$ cat config.mk
export PLATFORM = sky130hd
export DESIGN_NAME = uart_rx_param
export DESIGN_NICKNAME = d
export VERILOG_FILES = /design/src/rtl/uart_pkg.sv /design/src/rtl/uart_baud_tick.sv /design/src/rtl/uart_rx_param.sv
export SDC_FILE = /design/constraint.sdc
export NUM_CORES = 1
export LEC_CHECK = 0
export BUFFER_PORTS_ARGS = -buffer_cell sky130_fd_sc_hd__buf_2
export CAP_MARGIN = 0
export CORE_ASPECT_RATIO = 0.8
export CORE_UTILIZATION = 63
export DETAILED_ROUTE_END_ITERATION = 7
export PLACE_DENSITY = 0.9
export SLEW_MARGIN = 20
export SYNTH_ARGS = -nofsm -noshare
export SYNTH_HDL_FRONTEND = slang
export SYNTH_SLANG_ARGS = --single-unit
$ cat constraint.sdc
create_clock -name clk_fpga -period 4.9 [get_ports clk_fpga]
set_clock_uncertainty 0.2 [all_clocks]
set_input_delay 0.98 -clock clk_fpga [delete_from_list [all_inputs] [get_ports clk_fpga]]
set_output_delay 0.98 -clock clk_fpga [all_outputs]
set_load 0.01 [all_outputs]
$ cat src/rtl/uart_pkg.sv
// Shared types and sizing helpers for the UART receiver and transmitter.
package uart_pkg;

    typedef enum logic [1:0] {
        PAR_NONE = 2'd0,
        PAR_ODD  = 2'd1,
        PAR_EVEN = 2'd2
    } parity_e;

    typedef enum logic [2:0] {
        IDLE,
        START,
        DATA,
        PARITY,
        STOP
    } rx_state_e;

    function automatic int calc_div(input int clk_freq, input int baud_rate, input int oversample);
        longint prod;
        prod = longint'(baud_rate) * longint'(oversample);
        return int'(longint'(clk_freq) / prod);
    endfunction

    // Width of a counter running 0..n-1, never narrower than one bit.
    function automatic int cnt_w(input int n);
        return (n <= 2) ? 1 : $clog2(n);
    endfunction

endpackage

$ cat src/rtl/uart_baud_tick.sv
// Oversample tick generator: one-clock pulse every DIV clocks, held in phase by clear.
module uart_baud_tick
    import uart_pkg::*;
#(
    parameter int DIV = 2
) (
    input  logic clk_fpga,
    input  logic reset,
    input  logic clear,
    output logic tick
);

    localparam int            CW   = cnt_w(DIV);
    localparam logic [CW-1:0] LAST = CW'(DIV - 1);

    logic [CW-1:0] cnt;

    always_ff @(posedge clk_fpga or negedge reset) begin
        if (!reset) begin
            cnt <= '0;
        end else if (clear || cnt == LAST) begin
            cnt <= '0;
        end else begin
            cnt <= cnt + CW'(1);
        end
    end

    assign tick = !clear && (cnt == LAST);

endmodule

$ cat src/rtl/uart_rx_param.sv
// Parametrised UART receiver with 3-sample majority voting, false-start rejection,
// error flags and a valid/ack holding register.
module uart_rx_param
    import uart_pkg::*;
#(
    parameter int CLK_FREQ    = 100_000_000,
    parameter int BAUD_RATE   = 9_600,
    parameter int OVERSAMPLE  = 16,
    parameter int DATA_BITS   = 8,
    parameter int PARITY_MODE = 0,
    parameter int STOP_BITS   = 1
) (
    input  logic                 clk_fpga,
    input  logic                 reset,
    input  logic                 rx_in,
    input  logic                 rx_ack,
    output logic [DATA_BITS-1:0] rx_data,
    output logic                 rx_valid,
    output logic                 parity_err,
    output logic                 frame_err,
    output logic                 break_det,
    output logic                 overrun_err,
    output logic                 rx_busy
);

    localparam int            DIV       = calc_div(CLK_FREQ, BAUD_RATE, OVERSAMPLE);
    localparam int            SW        = cnt_w(OVERSAMPLE);
    localparam logic [SW-1:0] S_LO      = SW'(OVERSAMPLE / 2 - 1);
    localparam logic [SW-1:0] S_MID     = SW'(OVERSAMPLE / 2);
    localparam logic [SW-1:0] S_HI      = SW'(OVERSAMPLE / 2 + 1);
    localparam logic [SW-1:0] S_LAST    = SW'(OVERSAMPLE - 1);
    localparam int            BW        = cnt_w(DATA_BITS);
    localparam logic [BW-1:0] BIT_LAST  = BW'(DATA_BITS - 1);
    localparam logic          STOP_LAST = (STOP_BITS == 2);
    localparam parity_e       PAR_CFG   = (PARITY_MODE == 1) ? PAR_ODD :
                                          (PARITY_MODE == 2) ? PAR_EVEN : PAR_NONE;

    function automatic logic majority(input logic a, input logic b, input logic c);
        return (a & b) | (a & c) | (b & c);
    endfunction

    function automatic logic parity_bad(input logic [DATA_BITS-1:0] d, input logic p);
        case (PAR_CFG)
            PAR_ODD:  return ~(^d ^ p);
            PAR_EVEN: return ^d ^ p;
            default:  return 1'b0;
        endcase
    endfunction

    rx_state_e            state, state_nxt;
    logic                 rx_sync_p0, rx_sync_p1, rx_prev_p2;
    logic                 vld_p0, vld_p1, armed;
    logic                 tick;
    logic [SW-1:0]        s_cnt;
    logic [BW-1:0]        bit_cnt;
    logic                 stop_cnt;
    logic                 vote_lo, vote_mid;
    logic [DATA_BITS-1:0] shreg;
    logic                 par_bit, stop_low, stop_high;
    logic                 commit_req;
    logic                 sample_lo, sample_mid, vote_now, bit_end, vote_bit;
    logic                 start_edge, last_stop_vote;

    // Stage p0/p1: synchroniser; p2: previous synced value for edge detection.
    // vld_pN marks when the sync chain holds real line samples rather than reset values.
    always_ff @(posedge clk_fpga or negedge reset) begin
        if (!reset) begin
            rx_sync_p0 <= 1'b1;
            rx_sync_p1 <= 1'b1;
            rx_prev_p2 <= 1'b1;
            vld_p0     <= 1'b0;
            vld_p1     <= 1'b0;
            armed      <= 1'b0;
        end else begin
            rx_sync_p0 <= rx_in;
            rx_sync_p1 <= rx_sync_p0;
            rx_prev_p2 <= rx_sync_p1;
            vld_p0     <= 1'b1;
            vld_p1     <= vld_p0;
            if (vld_p1 && rx_sync_p1) armed <= 1'b1;
        end
    end

    uart_baud_tick #(.DIV(DIV)) u_tick (
        .clk_fpga (clk_fpga),
        .reset    (reset),
        .clear    (state == IDLE),
        .tick     (tick)
    );

    assign sample_lo      = tick && (s_cnt == S_LO);
    assign sample_mid     = tick && (s_cnt == S_MID);
    assign vote_now       = tick && (s_cnt == S_HI);
    assign bit_end        = tick && (s_cnt == S_LAST);
    assign vote_bit       = majority(vote_lo, vote_mid, rx_sync_p1);
    assign start_edge     = armed && rx_prev_p2 && !rx_sync_p1;
    assign last_stop_vote = (state == STOP) && vote_now && (stop_cnt == STOP_LAST);

    always_comb begin
        state_nxt = state;
        case (state)
            IDLE:    if (start_edge) state_nxt = START;
            START: begin
                if (vote_now && vote_bit) state_nxt = IDLE;
                else if (bit_end)         state_nxt = DATA;
            end
            DATA: begin
                if (bit_end && bit_cnt == BIT_LAST)
                    state_nxt = (PAR_CFG != PAR_NONE) ? PARITY : STOP;
            end
            PARITY:  if (bit_end) state_nxt = STOP;
            STOP:    if (last_stop_vote) state_nxt = IDLE;
            default: state_nxt = IDLE;
        endcase
    end

    always_ff @(posedge clk_fpga or negedge reset) begin
        if (!reset) state <= IDLE;
        else        state <= state_nxt;
    end

    // Stage p3: bit timing, vote samples and frame assembly.
    always_ff @(posedge clk_fpga or negedge reset) begin
        if (!reset) begin
            s_cnt      <= '0;
            bit_cnt    <= '0;
            stop_cnt   <= 1'b0;
            vote_lo    <= 1'b1;
            vote_mid   <= 1'b1;
            shreg      <= '0;
            par_bit    <= 1'b0;
            stop_low   <= 1'b0;
            stop_high  <= 1'b0;
            commit_req <= 1'b0;
        end else begin
            commit_req <= last_stop_vote;
            if (state == IDLE)  s_cnt <= '0;
            else if (tick)      s_cnt <= (s_cnt == S_LAST) ? '0 : s_cnt + SW'(1);
            if (sample_lo)  vote_lo  <= rx_sync_p1;
            if (sample_mid) vote_mid <= rx_sync_p1;
            case (state)
                IDLE: begin
                    bit_cnt   <= '0;
                    stop_cnt  <= 1'b0;
                    stop_low  <= 1'b0;
                    stop_high <= 1'b0;
                end
                DATA: begin
                    if (vote_now) shreg <= {vote_bit, shreg[DATA_BITS-1:1]};
                    if (bit_end)  bit_cnt <= (bit_cnt == BIT_LAST) ? '0 : bit_cnt + BW'(1);
                end
                PARITY: if (vote_now) par_bit <= vote_bit;
                STOP: begin
                    if (vote_now) begin
                        if (vote_bit) stop_high <= 1'b1;
                        else          stop_low  <= 1'b1;
                    end
                    if (bit_end) stop_cnt <= stop_cnt + 1'b1;
                end
                default: ;
            endcase
        end
    end

    // Stage p4: holding register; a new frame lands only if the old one is gone or acked now.
    always_ff @(posedge clk_fpga or negedge reset) begin
        if (!reset) begin
            rx_data     <= '0;
            rx_valid    <= 1'b0;
            parity_err  <= 1'b0;
            frame_err   <= 1'b0;
            break_det   <= 1'b0;
            overrun_err <= 1'b0;
        end else if (commit_req && (!rx_valid || rx_ack)) begin
            rx_data    <= shreg;
            rx_valid   <= 1'b1;
            parity_err <= parity_bad(shreg, par_bit);
            frame_err  <= stop_low;
            break_det  <= (shreg == '0) && !par_bit && !stop_high;
            if (rx_ack) overrun_err <= 1'b0;
        end else if (commit_req) begin
            overrun_err <= 1'b1;
        end else if (rx_ack && rx_valid) begin
            rx_valid    <= 1'b0;
            parity_err  <= 1'b0;
            frame_err   <= 1'b0;
            break_det   <= 1'b0;
            overrun_err <= 1'b0;
        end
    end

    assign rx_busy = (state != IDLE);

endmodule

# Word level (Yosys, flattened, before mapping)
# Index checks and enable logic that the tools add are counted.
# W data, S select, Z words.
[classes]
addsub = 4
n_eq_ne = 22
mux = 31
bitwise = 6
n_reduce_logical = 40
[ops]
columns = ["op", "count"]
rows = [
  ["$mux W3", 8],
  ["$ne A2 B2 Y1 const B", 10],
  ["$logic_and A1 B1 Y1", 16],
  ["$pmux W3 S5", 1],
  ["$mux W1", 14],
  ["$eq A4 B4 Y1 const B", 3],
  ["$mux W4", 3],
  ["$reduce_and A2 Y1", 6],
  ["$add A10 B1 Y10 const B", 1],
  ["$eq A10 B10 Y1 const B", 1],
  ["$mux W10", 1],
  ["$logic_not A8 Y1", 1],
  ["$reduce_bool A2 Y1", 4],
  ["$eq A3 B2 Y1 const B", 2],
  ["$eq A3 B3 Y1 const B", 2],
  ["$pmux W1 S2", 3],
  ["$pmux W3 S2", 1],
  ["$reduce_and A3 Y1", 2],
  ["$reduce_bool A3 Y1", 2],
  ["$logic_not A1 Y1", 5],
  ["$reduce_and A5 Y1", 1],
  ["$add A4 B1 Y4 const B", 1],
  ["$eq A4 B3 Y1 const B", 1],
  ["$add A3 B1 Y3 const B", 1],
  ["9 further kinds", 13],
]
[word_totals]
ff_bits = 54
in_bits = 4
out_inout_bits = 14

# Longest topological paths before layout
[logic_depth]
ltp_word = 8
ltp_mapped = 7
mapped_depth_nobuf = 6

# Cells and area by module
# A second synthesis with hierarchy kept.
[unflattened]
cells_unflattened = 209
hier_area_um2 = 2482.4
[by_module_without_submodules]
columns = ["module", "n_inst", "cells_each", "area_per_inst_um2", "seq_area_each_um2"]
rows = [
  ["uart_rx_param", 1, 159, 1974.4, 1082.3],
  ["uart_baud_tick", 1, 50, 508.0, 250.2],
]

# Worst setup path before layout
# OpenSTA, ideal clock, no wires.
[synth_timing]
kind = "register to output"
startpoint = "register state[1]"
endpoint = "output port rx_busy"
t_arrival_ps = 1003
t_required_ps = 3720
slack_ps = 2717
path_stages_with_launch = 4
cell_sequence = "dfrtp_1 > buf_2 > nor3_2 > inv_2"
[synth_between]
elab_chain_cells = 1
[synth_rtl]
columns = ["element", "line_no", "text"]
rows = [
  ["start: declaration", "uart_rx_param.sv:50", "rx_state_e state, state_nxt;"],
  ["start signal: assignment", "uart_rx_param.sv:119", "else state <= state_nxt;"],
  ["$reduce_bool A3 Y1", "uart_rx_param.sv:192", "assign rx_busy = (state != IDLE);"],
  ["end: declaration", "uart_rx_param.sv:23", "output logic rx_busy"],
]
# No other way between the ends.

# Worst setup path after layout
[layout_timing]
startpoint = "register state[0]"
endpoint = "output port rx_busy"
# Same word-level chain as after synthesis.

==> qor.txt <==
Synth top area share - 48.6%
Clk slew on worst S/H paths - 90 ps
Max VDD drop - 0.391 mV
Pwr Total - 0.867 mW
DP HPWL - 2910 um
GRT Total Usage - 23.9%
Setup-failing EPs final - 0
DR pass1 iterations - 4
Top cells by area, synth - dfrtp_1, dfstp_2, mux2_2
Post-CTS Hold Buffers - 0
Setup Crit Path Kind - register to output pin
Syn Area/Cell - 11.5 um^2
Die Y - 58.0 um
Initial antenna violation count - 0
Data required time of the worst path - 3720 ps
Number of diodes - 0
Hold Path Depth - 0
Via density - 5.56
CP Launch Point - state[0]$_DFFE_PN0P_
R2r endpoint - shreg[1]$_DFFE_PN0P_
DRC - 0
WP buf/inv - 2
Most common cell after layout, fill and taps aside - dfrtp_1
CTS Buf Count - 5
Total Negative Setup Slacks - 0 ps
#FFs+latches synth - 53
CP max stage cell - nor3_2
Placer Congestion - 0.900
Status - finished, final reports clean
Critical Path Start Type - register
WHS - 157 ps
Pleak - 1.25 nW
Unrepaired setup endpoints after global routing - false
Worst Tran Pin Value - 637 ps
Post-layout util - 74.7%
Share of power burned in registers - 58.8%
Vias - 1585
Post-CTS Setup Bufs - 0
Clock sink count - 53
Max Cap Viol - 0
Top delay family on crit path - simple AND/OR/NAND/NOR gates
Layout cell share with drive strength beyond 1 - 24.0%
Most frequent cells in the layout - dfrtp_1, nor2_1, nand2_1, buf_2, mux2_2
YS warnings - 0
Clk_lat worst skew - 320 ps
Setup ws final - 2050 ps
Filler cell count - 224
Worst flop-to-flop path startpoint - u_tick.cnt[0]$_DFF_PN0_
Syn Nets - 226
Die Area - 4180 um^2
Longest Clk Path Bufs - 2
Vias in the first global route - 1534
Seq/Total Area, Yosys - 53.9%
Fin. max-slew vios - 0
Max_slew headroom - 57.5%
IO Count - 18
Distinct cells, synth - 51
Comb pwr share - 11.9%
Min Clock Period, post-route - 2850 ps
R2R depth - 6
Syn-to-layout area delta - 8.45%
Cells after Synth - 215
Initial Util - 68.9%
Syn Std Cell Area - 2470 um^2
Internal Power - 0.630 mW
Iteration-0 DRC count of the detailed router - 152
Number of nets in the layout - 243
Largest net degree at the start of global routing - 54
Critical hold path startpoint - vld_p0$_DFF_PN0_
CP endpoint kind - output pin
Post-CTS Resized - 0
Final-report hold violation count - 0
Row count - 19
Final ANT Viol Nets - 0
Slowest stage delay, CP - 520 ps
CP max FO - 12
First-pass GRT wire length - 7220 um
H-Tree Depth - 2
GR Overflow Total - 0
Dpl ws - 2420 ps
Fin crit share - 58.1%
Port bufs - 16
Die width - 72.0 um
Drt total wl - 4250 um
Power Dens Cells - 323 nW/um^2
Hold Path Sink - vld_p1$_DFF_PN0_
Class of the worst hold path - register to register
Wire per inst - 14.9 um
Fmax - 351 MHz
Switch Pwr - 0.236 mW
Part of the power in the clock network - 29.4%
Dominant cell type by area after synthesis - dfrtp_1
Worst-path cell chain - nor3_2, inv_2, buf_2
Arrival @ worst endpoint - 1670 ps
CTS tree - built
CTS root buf - clkbuf_8
CORE AREA - 3590 um^2
R2r setup slk - 2520 ps
Switch share - 27.3%
[final cells by class]
| type | count | area [um^2] | area share [%] |
|---|---|---|---|
| Sequential cell | 53 | 1330 | 49.7 |
| Multi-Input combinational cell | 148 | 1070 | 40.0 |
| Timing Repair Buffer | 17 | 87.6 | 3.27 |
| Clock buffer | 6 | 82.6 | 3.08 |
| Tap cell | 52 | 65.1 | 2.43 |
| Inverter | 7 | 26.3 | 0.980 |
| Clock inverter | 2 | 13.8 | 0.513 |
[cell usage after synthesis (all sizes together)]
cell type / instances
dfrtp: 48
mux2: 19
nand2: 19
nor2: 19
nor3: 10
nand3: 9
ha: 7
inv: 7
o21ai: 6
xnor2: 6
dfstp: 5
nor4: 5
buf: 4
nor2b: 4
a21oi: 3
clkbuf: 3
mux2i: 3
nand4: 3
or3: 3
xor2: 3
a32oi: 2
and3: 2
conb: 2
nor3b: 2
o211ai: 2
or4: 2
a21o: 1
a22o: 1
a311o: 1
a31oi: 1
and2b: 1
and4bb: 1
maj3: 1
nand2b: 1
nand3b: 1
nand4b: 1
nor4b: 1
o22ai: 1
o2bb2ai: 1
o311ai: 1
o32ai: 1
o41ai: 1
or2: 1
[worst max path at each step]
stage	to	depth (start not counted)	slack, ps
after detailed placement	rx_busy	3	2420
final	rx_busy	3	2050
after global routing	rx_busy	3	1960
after floorplan	rx_busy	3	2720
after CTS	rx_busy	3	2060
after global placement	rx_busy	3	2480
[sequential cells by signal (all words and copies together), names as in the netlist, 3 cells and up]
register    flops
state           3
s_cnt           4
shreg           8
bit_cnt         3
rx_data         8
u_tick.cnt     10
[per-layer routing]
metal | GRT usage (%) | share of wire [%] | wire length, um
met3 | 9.57 | 4.4 | 187
met1 | 34.8 | 52 | 2210
met4 | 7.84 | 1.5 | 65
met5 | 0 | 0 | 0
met2 | 33.2 | 42 | 1780
[kinds of logic (layout without fill, tap and decap cells)]
family / Yosys count / in the layout / share of synthesized area, %
DFF: 53 / 53 / 53.9
xor gates and xnor gates: 9 / 9 / 3.19
adders and majority gates: 8 / 8 / 3.95
other: 2 / 2 / 0.304
AOI/OAI and AO/OA: 22 / 22 / 6.12
and+or+nand+nor: 85 / 85 / 18.8
buffers and inverters: 14 / 32 / 2.68
muxes: 22 / 22 / 11.1
[power by group through the flow]
stage,registers (mW),logic (mW),clock network (mW)
after floorplan,0.511,0.0751,0
after global placement,0.515,0.0997,0
after detailed placement,0.517,0.102,0
after CTS,0.509,0.104,0.260
after global routing,0.514,0.118,0.279
final,0.509,0.103,0.254
[stage by stage]
stage	cells	area, um^2
detailed placement	277	2580
finish	285	2680
CTS	285	2680
global route	285	2680
floorplan	215	2470
global placement	277	2580
Power figures use the tool's default switching activity.
